==> config.mk <==
export PLATFORM = sky130hd
export DESIGN_NAME = store_buffer
export DESIGN_NICKNAME = d
export VERILOG_FILES = /design/src/rtl/store_buffer.sv
export SDC_FILE = /design/constraint.sdc
export NUM_CORES = 1
export LEC_CHECK = 0
export ABC_AREA = 1
export CAP_MARGIN = 20
export CORE_MARGIN = 8
export CORE_UTILIZATION = 25
export CTS_BUF_LIST = sky130_fd_sc_hd__clkbuf_16
export CTS_CLUSTER_SIZE = 8
export DETAILED_ROUTE_END_ITERATION = 10
export HOLD_SLACK_MARGIN = 0.06
export SLEW_MARGIN = 10
export SYNTH_ARGS = -nofsm -noshare
export SYNTH_HDL_FRONTEND = slang
export SYNTH_SLANG_ARGS = --single-unit
==> constraint.sdc <==
create_clock -name clk -period 5.8 [get_ports clk]
set_input_delay 0.58 -clock clk [delete_from_list [all_inputs] [get_ports clk]]
set_output_delay 0.58 -clock clk [all_outputs]
set_load 0.005 [all_outputs]
==> src/rtl/store_buffer.sv <==
// rtl/store_buffer.sv - FIFO store buffer between WB and the D-cache store port
// Loads probe all queued stores combinationally for forwarding or a partial-overlap stall.
module store_buffer #(
  parameter int DEPTH  = 4,
  parameter int ADDR_W = 20,
  parameter int DATA_W = 32
) (
  input  logic                       clk,
  input  logic                       rst,
  input  logic                       push_en,
  input  logic                       push_isbyte,
  input  logic [ADDR_W-1:0]          push_addr,
  input  logic [DATA_W-1:0]          push_data,
  output logic                       full,
  output logic                       empty,
  output logic [$clog2(DEPTH+1)-1:0] count,
  output logic                       overflow,
  input  logic                       ld_en,
  input  logic                       ld_isbyte,
  input  logic [ADDR_W-1:0]          ld_addr,
  output logic                       ld_hit,
  output logic                       ld_conflict,
  output logic [DATA_W-1:0]          ld_data,
  output logic                       store_en,
  input  logic                       store_ready,
  output logic                       store_isbyte,
  output logic [ADDR_W-1:0]          store_addr,
  output logic [DATA_W-1:0]          store_data
);

  localparam int PW = $clog2(DEPTH);
  localparam int CW = $clog2(DEPTH + 1);

  logic [PW-1:0]     wr_ptr;
  logic [PW-1:0]     rd_ptr;
  logic [CW-1:0]     count_q;
  logic              overflow_q;
  logic              ent_isbyte [DEPTH];
  logic [ADDR_W-1:0] ent_addr   [DEPTH];
  logic [DATA_W-1:0] ent_data   [DEPTH];

  logic pop;
  logic push_ok;

  assign empty    = (count_q == '0);
  assign full     = (count_q == CW'(DEPTH));
  assign count    = count_q;
  assign overflow = overflow_q;
  assign store_en = !empty;
  assign pop      = store_en && store_ready;
  // A pop in the same cycle frees the slot, so a full buffer can still accept.
  assign push_ok  = push_en && (!full || pop);

  always_ff @(posedge clk or posedge rst) begin
    if (rst) begin
      wr_ptr     <= '0;
      rd_ptr     <= '0;
      count_q    <= '0;
      overflow_q <= 1'b0;
    end else begin
      if (push_ok) wr_ptr <= wr_ptr + PW'(1);
      if (pop)     rd_ptr <= rd_ptr + PW'(1);
      if (push_ok && !pop)
        count_q <= count_q + CW'(1);
      else if (!push_ok && pop)
        count_q <= count_q - CW'(1);
      if (push_en && !push_ok) overflow_q <= 1'b1;
    end
  end

  // Entry payload needs no reset: validity comes from rd_ptr/count_q alone.
  always_ff @(posedge clk) begin
    if (push_ok) begin
      ent_isbyte[wr_ptr] <= push_isbyte;
      ent_addr[wr_ptr]   <= push_addr;
      ent_data[wr_ptr]   <= push_data;
    end
  end

  always_comb begin
    store_isbyte = 1'b0;
    store_addr   = '0;
    store_data   = '0;
    if (!empty) begin
      store_isbyte = ent_isbyte[rd_ptr];
      store_addr   = ent_addr[rd_ptr];
      store_data   = ent_data[rd_ptr];
    end
  end

  logic [3:0]        ld_lanes;
  logic [3:0]        e_lanes;
  logic [PW-1:0]     idx;
  logic              sel_found;
  logic              sel_cover;
  logic              sel_isbyte;
  logic [DATA_W-1:0] sel_data;
  logic [DATA_W-1:0] sel_shift;

  // Walk oldest to youngest so the last intersecting entry wins.
  always_comb begin
    ld_lanes   = ld_isbyte ? (4'b0001 << ld_addr[1:0]) : 4'b1111;
    e_lanes    = '0;
    idx        = '0;
    sel_found  = 1'b0;
    sel_cover  = 1'b0;
    sel_isbyte = 1'b0;
    sel_data   = '0;
    for (int i = 0; i < DEPTH; i++) begin
      idx = rd_ptr + PW'(i);
      if ((CW'(i) < count_q) && (ent_addr[idx][ADDR_W-1:2] == ld_addr[ADDR_W-1:2])) begin
        e_lanes = ent_isbyte[idx] ? (4'b0001 << ent_addr[idx][1:0]) : 4'b1111;
        if ((e_lanes & ld_lanes) != 4'b0000) begin
          sel_found  = 1'b1;
          sel_cover  = ((e_lanes & ld_lanes) == ld_lanes);
          sel_isbyte = ent_isbyte[idx];
          sel_data   = ent_data[idx];
        end
      end
    end
  end

  always_comb begin
    sel_shift   = sel_data >> {ld_addr[1:0], 3'b000};
    ld_hit      = ld_en && sel_found && sel_cover;
    ld_conflict = ld_en && sel_found && !sel_cover;
    ld_data     = '0;
    if (ld_hit) begin
      if (!ld_isbyte)
        ld_data = sel_data;
      else if (sel_isbyte)
        ld_data = {{(DATA_W-8){1'b0}}, sel_data[7:0]};
      else
        ld_data = {{(DATA_W-8){1'b0}}, sel_shift[7:0]};
    end
  end

endmodule

# ---- Word level (Yosys, flattened, before mapping)
# Memory sizes are Yosys's and may differ from the RTL's.
# Cells that the tools add are included.
dict set report word_totals {
  ff_bits 8
  ram_bits 212
  input_bits 79
  output_inout_bits 94
  n_memories 3
}
# name depth word_bits rd rd_ports_with_merged_regs wr line_no
set mem_list {}
lappend mem_list {ent_data 4 32 4 0 1 40} ;# logic [DATA_W-1:0] ent_data [DEPTH];
lappend mem_list {ent_addr 4 20 4 0 1 39} ;# logic [ADDR_W-1:0] ent_addr [DEPTH];
lappend mem_list {ent_isbyte 4 1 4 0 1 38} ;# logic ent_isbyte [DEPTH];
dict set report op_classes {
  add_sub_neg 6
  order_cmp 4
  eq_ne 9
  shifts 6
  mux 47
  bitwise_logic 4
  reduce_logical 24
}
# operator n
set ops {}
lappend ops {{$mux W32} 11}
lappend ops {{$eq A18 B18 Y1} 4}
lappend ops {{$shr A32 B5 Y8} 1}
lappend ops {{$mux W1} 27}
lappend ops {{$mux W20} 1}
lappend ops {{$mux W4} 5}
lappend ops {{$shl A1 B2 Y4 const A} 5}
lappend ops {{$and A4 B4 Y4} 4}
lappend ops {{$eq A4 B4 Y1} 4}
lappend ops {{$reduce_bool A4 Y1} 4}
lappend ops {{$logic_and A1 B1 Y1} 12}
lappend ops {{$mux W8} 1}
lappend ops {{$lt A1 B3 Y1 const A} 2}
lappend ops {{$lt A2 B3 Y1 const A} 2}
lappend ops {{$mux W3} 2}
lappend ops {{$logic_not A1 Y1} 5}
lappend ops {{$add A2 B1 Y2 const B} 2}
lappend ops {{$add A2 B2 Y2 const B} 2}
lappend ops {{$add A3 B1 Y3 const B} 1}
lappend ops {{$eq A3 B3 Y1 const B} 1}
lappend ops {{$logic_not A3 Y1} 1}
lappend ops {{$sub A3 B1 Y3 const B} 1}
lappend ops {{$reduce_bool A2 Y1} 1}
lappend ops {{$logic_or A1 B1 Y1} 1}

# ---- Logic depth before layout (Yosys ltp)
# Gate-level depths: netlist of the first run.
# An unclocked memory read counts as a cell.
dict set report logic_depth {
  word_depth 17
  mapped_depth 24
  ltp_nobuf 22
}

# ---- Worst setup path after synthesis of the first run
# OpenSTA, ideal clock, no wires.
dict set report synth_timing {
  kind {reg-to-reg}
  startpoint {register count_q[0], in the netlist count[0]}
  endpoint {memory ent_addr[0][0] (enable)}
  setup_ns 0.464
  arrival_ns 3.180
  path_slack_ns 2.156
  path_stages_with_launch 6
  synth_period_minus_slack_ns 3.644
  path_cell_list {dfrtp_1 inv_1 ha_1 nand2_1 o21ai_1 nor2_1}
}
dict set report synth_between {
  elab_chain_cells 7
}
# item line_no
set synth_rtl {}
lappend synth_rtl {{start, declared} 36} ;# logic [CW-1:0] count_q;
lappend synth_rtl {{start signal, assigned} 64} ;# count_q <= count_q + CW'(1);
lappend synth_rtl {{start signal, assigned} 66} ;# count_q <= count_q - CW'(1);
lappend synth_rtl {{$logic_not A3 Y1} 45} ;# assign empty = (count_q == '0);
lappend synth_rtl {{$logic_not A1 Y1} --}
lappend synth_rtl {{$logic_and A1 B1 Y1} 50} ;# assign pop = store_en && store_ready;
lappend synth_rtl {{$logic_or A1 B1 Y1 *} 52} ;# assign push_ok = push_en && (!full || pop);
lappend synth_rtl {{$logic_and A1 B1 Y1 *} 52}
lappend synth_rtl {{$mux W1 *} 73} ;# if (push_ok) begin
lappend synth_rtl {{$mux W1 (not written as such) *} 75} ;# ent_addr[wr_ptr] <= push_addr;
lappend synth_rtl {{end, declared} 39}
# Every way passes the cells marked *; elsewhere a longest branch is shown, timed or not.

# ---- Worst setup path after layout of the first run
dict set report layout_timing {
  startpoint {register rd_ptr[1]}
  endpoint {output port ld_data[0]}
}
dict set report layout_between {
  elab_chain_cells 17
}
# item line_no
set layout_rtl {}
lappend layout_rtl {{start, declared} 35} ;# logic [PW-1:0] rd_ptr;
lappend layout_rtl {{start signal, assigned} 62} ;# if (pop) rd_ptr <= rd_ptr + PW'(1);
lappend layout_rtl {{parallel branches: the longest is 16 deep, another holds $mem_v2 Z4 W20} --}
lappend layout_rtl {{$mux W32 *} 128} ;# if (ld_hit) begin
lappend layout_rtl {{end, declared} 23} ;# output logic [DATA_W-1:0] ld_data,
# Every way passes the cells marked *.

==> impl_metrics.json, run 1 <==
{
  "run_status": "finished, final reports clean",
  "final_min_period_over_clock_period": 0.949,
  "comb_power_share": 0.601,
  "async_reset_ff_frac": 0.0364,
  "synthDistinctLibCells": 36,
  "grt_start_max_net_pins": 162,
  "period_minus_slack_ns": 5.50,
  "timing.critical_path.cells": "inv_4 -> nand2_1 -> nand2_8 -> buf_4 -> nand2_1 -> nand3_1 -> o21ai_0 -> nor2_1 -> nand2_1 -> nor2_1 -> nand2_1 -> nor2_4 -> buf_12 -> o211ai_1 -> nand3_1 -> nand2_1 -> nor2_1 -> nor2_1 -> nor2_1 -> clkdlybuf4s50_1",
  "clockPowerShare": 0.166,
  "power_density_over_cell_area_nw_per_um2": 505,
  "netlist_top_cells_area": "sky130_fd_sc_hd__edfxtp_1 (40%), sky130_fd_sc_hd__nand2_1 (23%), sky130_fd_sc_hd__o21ai_0 (7.9%)",
  "worst_path_largest_cell_delay_ns": 0.53,
  "synth-main-ff-cell": "sky130_fd_sc_hd__edfxtp_1",
  "top_level_ports": 173,
  "std_cell_rows": 92,
  "fmax_ghz": 0.182,
  "core-area_um2": 62900,
  "via_per_inst": 4.64,
  "total_power_consumption_uw": 9680,
  "worst_clock_skew_ns": 0.0106,
  "clock_latency_on_the_worst_skew_pair_ns": 0.58,
  "slew-limit-headroom": 0.312,
  "htreeDepth": 1,
  "p_sw_frac": 0.485,
  "wire_length_of_the_first_global_routing_pass_um": 83600,
  "post_synth_most_frequent_cells": "sky130_fd_sc_hd__nand2_1 (980), sky130_fd_sc_hd__o21ai_0 (250), sky130_fd_sc_hd__edfxtp_1 (212)",
  "dieWidth_um": 268,
  "synth_seq_area_share": 0.415,
  "synth.most_common_cell": "sky130_fd_sc_hd__nand2_1",
  "power_leakage_uw": 0.00833,
  "cp_max_fo": 45,
  "synth_largest_type_area_fraction": 0.402,
  "synth_top_cell_by_area": "sky130_fd_sc_hd__edfxtp_1",
  "crit_slowest_cell": "sky130_fd_sc_hd__clkdlybuf4s50_1",
  "final_net_count": 2531,
  "route.final.wire_length_um": 54900,
  "synthToLayoutAreaGrowth_pct": 21.0,
  "cts_tree": "done",
  "cts-hold-fix-buffers": 0,
  "preCtsSetupSlack_ns": 0.515,
  "setup-violations-final": 0,
  "num_vias": 15338,
  "dr.first_iter.drc_count": 1134,
  "layout_setup_ws_ns": 0.298,
  "crit_path_end_kind": "primary output",
  "total_global_route_track_usage": 0.149,
  "cp_num_buf_inv": 4,
  "postCtsSetupBuffers": 0,
  "syn_area_per_cell_um2": 6.78,
  "clk_transition_reported_paths_ns": 0.05,
  "synth_nets": 2425,
  "layout-drive-gt1-share": 0.0375,
  "place.port_buffers": 172,
  "place.detailed.instances": 3255,
  "drc": 0,
  "layout.cells.non_filler": 3303,
  "first_global_vias": 14298,
  "ant_nets": 0,
  "path_class": "flip-flop to primary output",
  "grt_antenna_before_repair": 7,
  "floorplan.die_area_um2": 71600,
  "clock-sinks": 220,
  "worst_slew_pin_slew_ns": 1.03,
  "hold_viol": 0,
  "setup_repair_after_global_routing_missed_its_margin": "false",
  "cp-start-kind": "flip-flop",
  "utilization": 0.305,
  "syn_inst": 2337,
  "setup_total_negative_slack_ns": 0,
  "crit_required_ns": 5.22,
  "tritoncts.num_buffers": 31,
  "critPathTopFamily": "simple AND/OR/NAND/NOR gates",
  "p_seq_frac": 0.233,
  "ir_worst_vdd_mv": 0.368,
  "maxcap_viol_count": 0,
  "gr-total-overflow": 0,
  "hold_path_class": "input port to asynchronous set/reset pin",
  "dr.pass1.iters": 7,
  "ys_warnings": 0,
  "netSwitchingPower_uw": 4690,
  "wire_per_inst_um": 16.6,
  "timing_max_transition_violations_final": 0,
  "synth_seq_cells": 220,
  "synth_edf_count": 212,
  "fillers": 6808,
  "cts_max_path_buffers": 3,
  "floorplan.initialDensity": 0.252,
  "critical_path_arrival_ns": 4.92,
  "place.detailed.hpwl_um": 38700,
  "clk_root_buffer_cell": "sky130_fd_sc_hd__clkbuf_16",
  "mappedNetlistArea_um2": 15800,
  "routabilityCongestion": 0.900,
  "p_int_uw": 4990,
  "die_height_um": 268
}
==> routing by layer <==
metal / vias to the layer above / wire length [um] / track usage
li1: 7787 / - / -
met1: 6929 / 23300 / 0.184
met3: 119 / 2970 / 0.0219
met4: 12 / 2290 / 0.0613
met5: - / 82 / 0
met2: 491 / 26200 / 0.257
==> worst reg2reg max path, cell delays in order, from the launching register on <==
cell and delay [ns]:
sky130_fd_sc_hd__dfrtp_1 0.47, sky130_fd_sc_hd__inv_1 0.11, sky130_fd_sc_hd__ha_1 0.22, sky130_fd_sc_hd__nand2_1 0.11, sky130_fd_sc_hd__o21ai_1 0.30, sky130_fd_sc_hd__nor2_4 0.69
sky130_fd_sc_hd__buf_4 0.69
==> cell type report <==
class | count | area, um2 | share of cell area
Timing Repair Buffer | 201 | 1980 | 0.103
Inverter | 213 | 807 | 0.0421
Clock inverter | 15 | 61.3 | 0.00320
Clock buffer | 31 | 776 | 0.0405
Tap cell | 846 | 1060 | 0.0553
Multi-Input combinational cell | 1776 | 7900 | 0.413
Sequential cell | 220 | 6570 | 0.343
Antenna cell | 1 | 2.50 | 0.000131
==> worst paths after layout <==
check,start,endpoint,slack [ns],depth (start not counted)
worst min register to register,overflow$_DFFE_PP0P_,overflow$_DFFE_PP0P_,0.50,1
max in group asynchronous,rst,rd_ptr[0]$_DFFE_PP0P_,5.13,2
worst min-delay path,rst,overflow$_DFFE_PP0P_,0.32,2
min in group clk,overflow$_DFFE_PP0P_,overflow$_DFFE_PP0P_,0.50,1
worst max register to register,count[0]$_DFFE_PP0P_,ent_data[2][10]$_DFFE_PP_,2.82,6
worst max-delay path,rd_ptr[1]$_DFFE_PP0P_,ld_data[0],0.30,20
==> registers in the layout (all words and copies together) (netlist names) <==
signal / flops
wr_ptr: 2
overflow: 1
ent_isbyte: 4
ent_data: 128
count: 3
ent_addr: 80
rd_ptr: 2
==> power groups by stage <==
stage	registers, uW	logic (uW)	clock network, uW
CTS	2260	5820	1650
global route	2290	6610	1700
floorplan	2250	3860	0
finish	2260	5820	1610
global placement	2280	5760	0
detailed placement	2280	5780	0
==> cells in the final DEF (no fill, tap or decap), types with 8 or more instances in the layout <==
master	instances
sky130_fd_sc_hd__a21oi_1	71
sky130_fd_sc_hd__and2_1	9
sky130_fd_sc_hd__inv_1	221
sky130_fd_sc_hd__clkdlybuf4s50_1	172
sky130_fd_sc_hd__xor2_1	22
sky130_fd_sc_hd__nor2_2	9
sky130_fd_sc_hd__nor2_4	8
sky130_fd_sc_hd__o21ai_1	8
sky130_fd_sc_hd__o211ai_1	22
sky130_fd_sc_hd__edfxtp_1	212
sky130_fd_sc_hd__nand3_1	208
sky130_fd_sc_hd__ha_1	9
sky130_fd_sc_hd__a21boi_0	15
sky130_fd_sc_hd__clkbuf_16	31
sky130_fd_sc_hd__nand2_1	979
sky130_fd_sc_hd__o21ai_0	250
sky130_fd_sc_hd__buf_4	24
sky130_fd_sc_hd__nor2_1	140
==> per-stage QoR <==
step	hold WS, ns	instance area [um2]
finish	0.320	19200
global route	0.351	19200
CTS	0.302	19100
detailed placement	0.473	18300
global placement	0.485	18300
floorplan	0.396	15800
==> logic make-up after synthesis <==
logic type | share of synthesized area
AO/OA/AOI/OAI | 0.127
AND/OR/NAND/NOR | 0.346
multiplexers | 0.000869
flip-flops | 0.415
XOR/XNOR | 0.0127
adder cells (fa/ha/maj) | 0.00711
buffers and inverters | 0.0920
==> timing repair <==
action,4_1_cts,5_1_grt
hold endpoints to repair,0,0
gates resized for setup,1,7
endpoints found under the setup margin,14,32
pin swaps,0,1
gates cloned,0,1
No activity file was read; power rests on OpenSTA's default activity.
==> run 2: changes to the inputs <==
Settings changed: PLACE_DENSITY_LB_ADDON set to 0.12.
==> impl_metrics.json, run 2 (synthesis gave the netlist of run 1 again) <==
{
  "ir_worst_vdd_mv": 0.351,
  "hold_path_class": "input port to asynchronous set/reset pin",
  "route.final.wire_length_um": 58900,
  "clock_latency_on_the_worst_skew_pair_ns": 0.55,
  "worst_path_largest_cell_delay_ns": 0.65,
  "layout_setup_ws_ns": 0.312,
  "wire_length_of_the_first_global_routing_pass_um": 88300,
  "floorplan.initialDensity": 0.252,
  "worst_slew_pin_slew_ns": 0.986,
  "crit_slowest_cell": "sky130_fd_sc_hd__dfrtp_4",
  "std_cell_rows": 92,
  "largestRegisters": "ent_data: 128 flops, ent_addr: 80 flops, ent_isbyte: 4 flops",
  "combined_area_of_the_multi_input_logic_cells_um2": 7900,
  "timing.critical_path.cells": "inv_6 -> buf_16 -> nand2_1 -> nand3_1 -> nand2_1 -> nand2_1 -> o21ai_0 -> nor2_1 -> nand2_1 -> nor2_1 -> nand2_1 -> nor2_4 -> buf_12 -> buf_4 -> a21oi_1 -> nand2_1 -> nand2_1 -> nand3_1 -> nand2_1 -> nor2_1 -> nor2_1 -> nor2_1 -> clkdlybuf4s50_1",
  "most-common-layout-cells": "sky130_fd_sc_hd__nand2_1 (978), sky130_fd_sc_hd__o21ai_0 (250), sky130_fd_sc_hd__inv_1 (216)",
  "power_density_over_cell_area_nw_per_um2": 517,
  "via_per_inst": 4.62,
  "dr.first_iter.drc_count": 1181,
  "path_class": "flip-flop to primary output",
  "period_minus_slack_ns": 5.49,
  "holdWs_ns": 0.331,
  "wire_per_inst_um": 17.7,
  "slew-limit-headroom": 0.339,
  "cp_max_fo": 71,
  "ant_nets": 0,
  "final_min_period_over_clock_period": 0.946,
  "first_global_vias": 14536,
  "clock-sinks": 220,
  "cts_tree": "done",
  "fmax_ghz": 0.182,
  "dieWidth_um": 268,
  "power_leakage_uw": 0.00842,
  "regArea_um2": 6570,
  "top_level_ports": 173,
  "grt_antenna_before_repair": 9,
  "cts-hold-fix-buffers": 0,
  "hold_viol": 0,
  "cts_max_path_buffers": 3,
  "worst_clock_skew_ns": 0.0194,
  "clk_root_buffer_cell": "sky130_fd_sc_hd__clkbuf_16",
  "total_global_route_track_usage": 0.160,
  "cp-start-kind": "flip-flop",
  "routabilityCongestion": 0.836,
  "final_common_cell": "sky130_fd_sc_hd__nand2_1",
  "path_common_cell": "sky130_fd_sc_hd__nand2_1",
  "run_status": "finished, final reports clean",
  "worst-r2r-setup-slack_ns": 3.03,
  "grt_start_max_net_pins": 153,
  "tritoncts.num_buffers": 34,
  "setup-violations-final": 0,
  "maxcap_viol_count": 0,
  "max_reg_flops": 128,
  "critical_path_arrival_ns": 4.91,
  "placed_cell_area_um2": 18300,
  "setup_total_negative_slack_ns": 0,
  "num_vias": 15324,
  "comb_power_share": 0.593,
  "gr-total-overflow": 0,
  "p_int_uw": 5130,
  "clockPowerShare": 0.179,
  "core-area_um2": 62900,
  "preCtsSetupSlack_ns": 0.420,
  "fin_area_um2": 19400,
  "crit_path_end_kind": "primary output",
  "htreeDepth": 2,
  "setup_repair_after_global_routing_missed_its_margin": "false",
  "crit_required_ns": 5.22,
  "clk_transition_reported_paths_ns": 0.05,
  "floorplan.die_area_um2": 71600,
  "place.detailed.hpwl_um": 41100,
  "timing_max_transition_violations_final": 0,
  "max_flop_register": "ent_data",
  "p_seq_frac": 0.228,
  "fillers": 6810,
  "netSwitchingPower_uw": 4880,
  "drc": 0,
  "place.port_buffers": 172,
  "final_net_count": 2541,
  "die_height_um": 268,
  "p_sw_frac": 0.488,
  "layout-drive-gt1-share": 0.0430,
  "dr.pass1.iters": 6,
  "synthToLayoutAreaGrowth_pct": 22.4
}
## run 2: cell types whose count changed in the layout (fill, tap and decap cells not counted), sizes merged
cell / delta
clkinv: +4
diode: +4
inv: -4
clkbuf: +4
nor2: -1
buf: +7
## run 2: metal layers
layer | part of all wire | global-route usage | up-vias
met3 | 0.054 | 0.0306 | 84
met5 | 0.0010 | 0 | -
met1 | 0.47 | 0.216 | 7035
met4 | 0.025 | 0.0445 | 8
met2 | 0.45 | 0.260 | 376
li1 | - | - | 7821
## run 2: layout make-up
type                       instances  area share
antenna                            5    0.000645
clock buffer                      34      0.0439
clock inverter                    15     0.00413
inverter                         213      0.0416
multi-input combinational       1775       0.407
sequential                       220       0.339
tap                              846      0.0546
timing repair buffer             209       0.109
## run 2: worst max-delay path: cells and delay by family (launching register included)
kind                   cells  cell delay [ns]
flip-flops                 1             0.65
AO/OA/AOI/OAI              2             0.15
buffers and inverters      5             1.66
AND/OR/NAND/NOR           16             1.90
## run 2: final timing paths
kind,startpoint,end,depth (start not counted)
min in group clk,overflow$_DFFE_PP0P_,overflow$_DFFE_PP0P_,1
max in group asynchronous,rst,rd_ptr[0]$_DFFE_PP0P_,2
min reg2reg,overflow$_DFFE_PP0P_,overflow$_DFFE_PP0P_,1
max,rd_ptr[0]$_DFFE_PP0P_,ld_data[1],23
min,rst,overflow$_DFFE_PP0P_,2
max reg2reg,count[0]$_DFFE_PP0P_,count[2]$_DFFE_PP0P_,10
## run 2: power by group through the flow
stage,clock [uW],combinational (uW),sequential [uW]
floorplan,0,3860,2250
global placement,0,5860,2300
detailed placement,0,5900,2300
CTS,1870,5920,2270
global route,1920,6750,2320
finish,1790,5940,2280
## run 2: per-stage QoR
stage	std cells	total power, uW	util
after floorplan	2337	6110	-
after global placement	3259	8160	0.292
after detailed placement	3259	8200	0.292
after CTS	3308	10100	0.306
after global routing	3313	11000	0.308
final	3317	10000	0.308
## run 2: repair_timing
| item | 4_1_cts | 5_1_grt |
|---|---|---|
| gates resized for setup | 0 | 8 |
| endpoints found under the hold margin | 0 | 0 |
| setup endpoints to repair | 0 | 32 |
| buffers inserted | 0 | 2 |
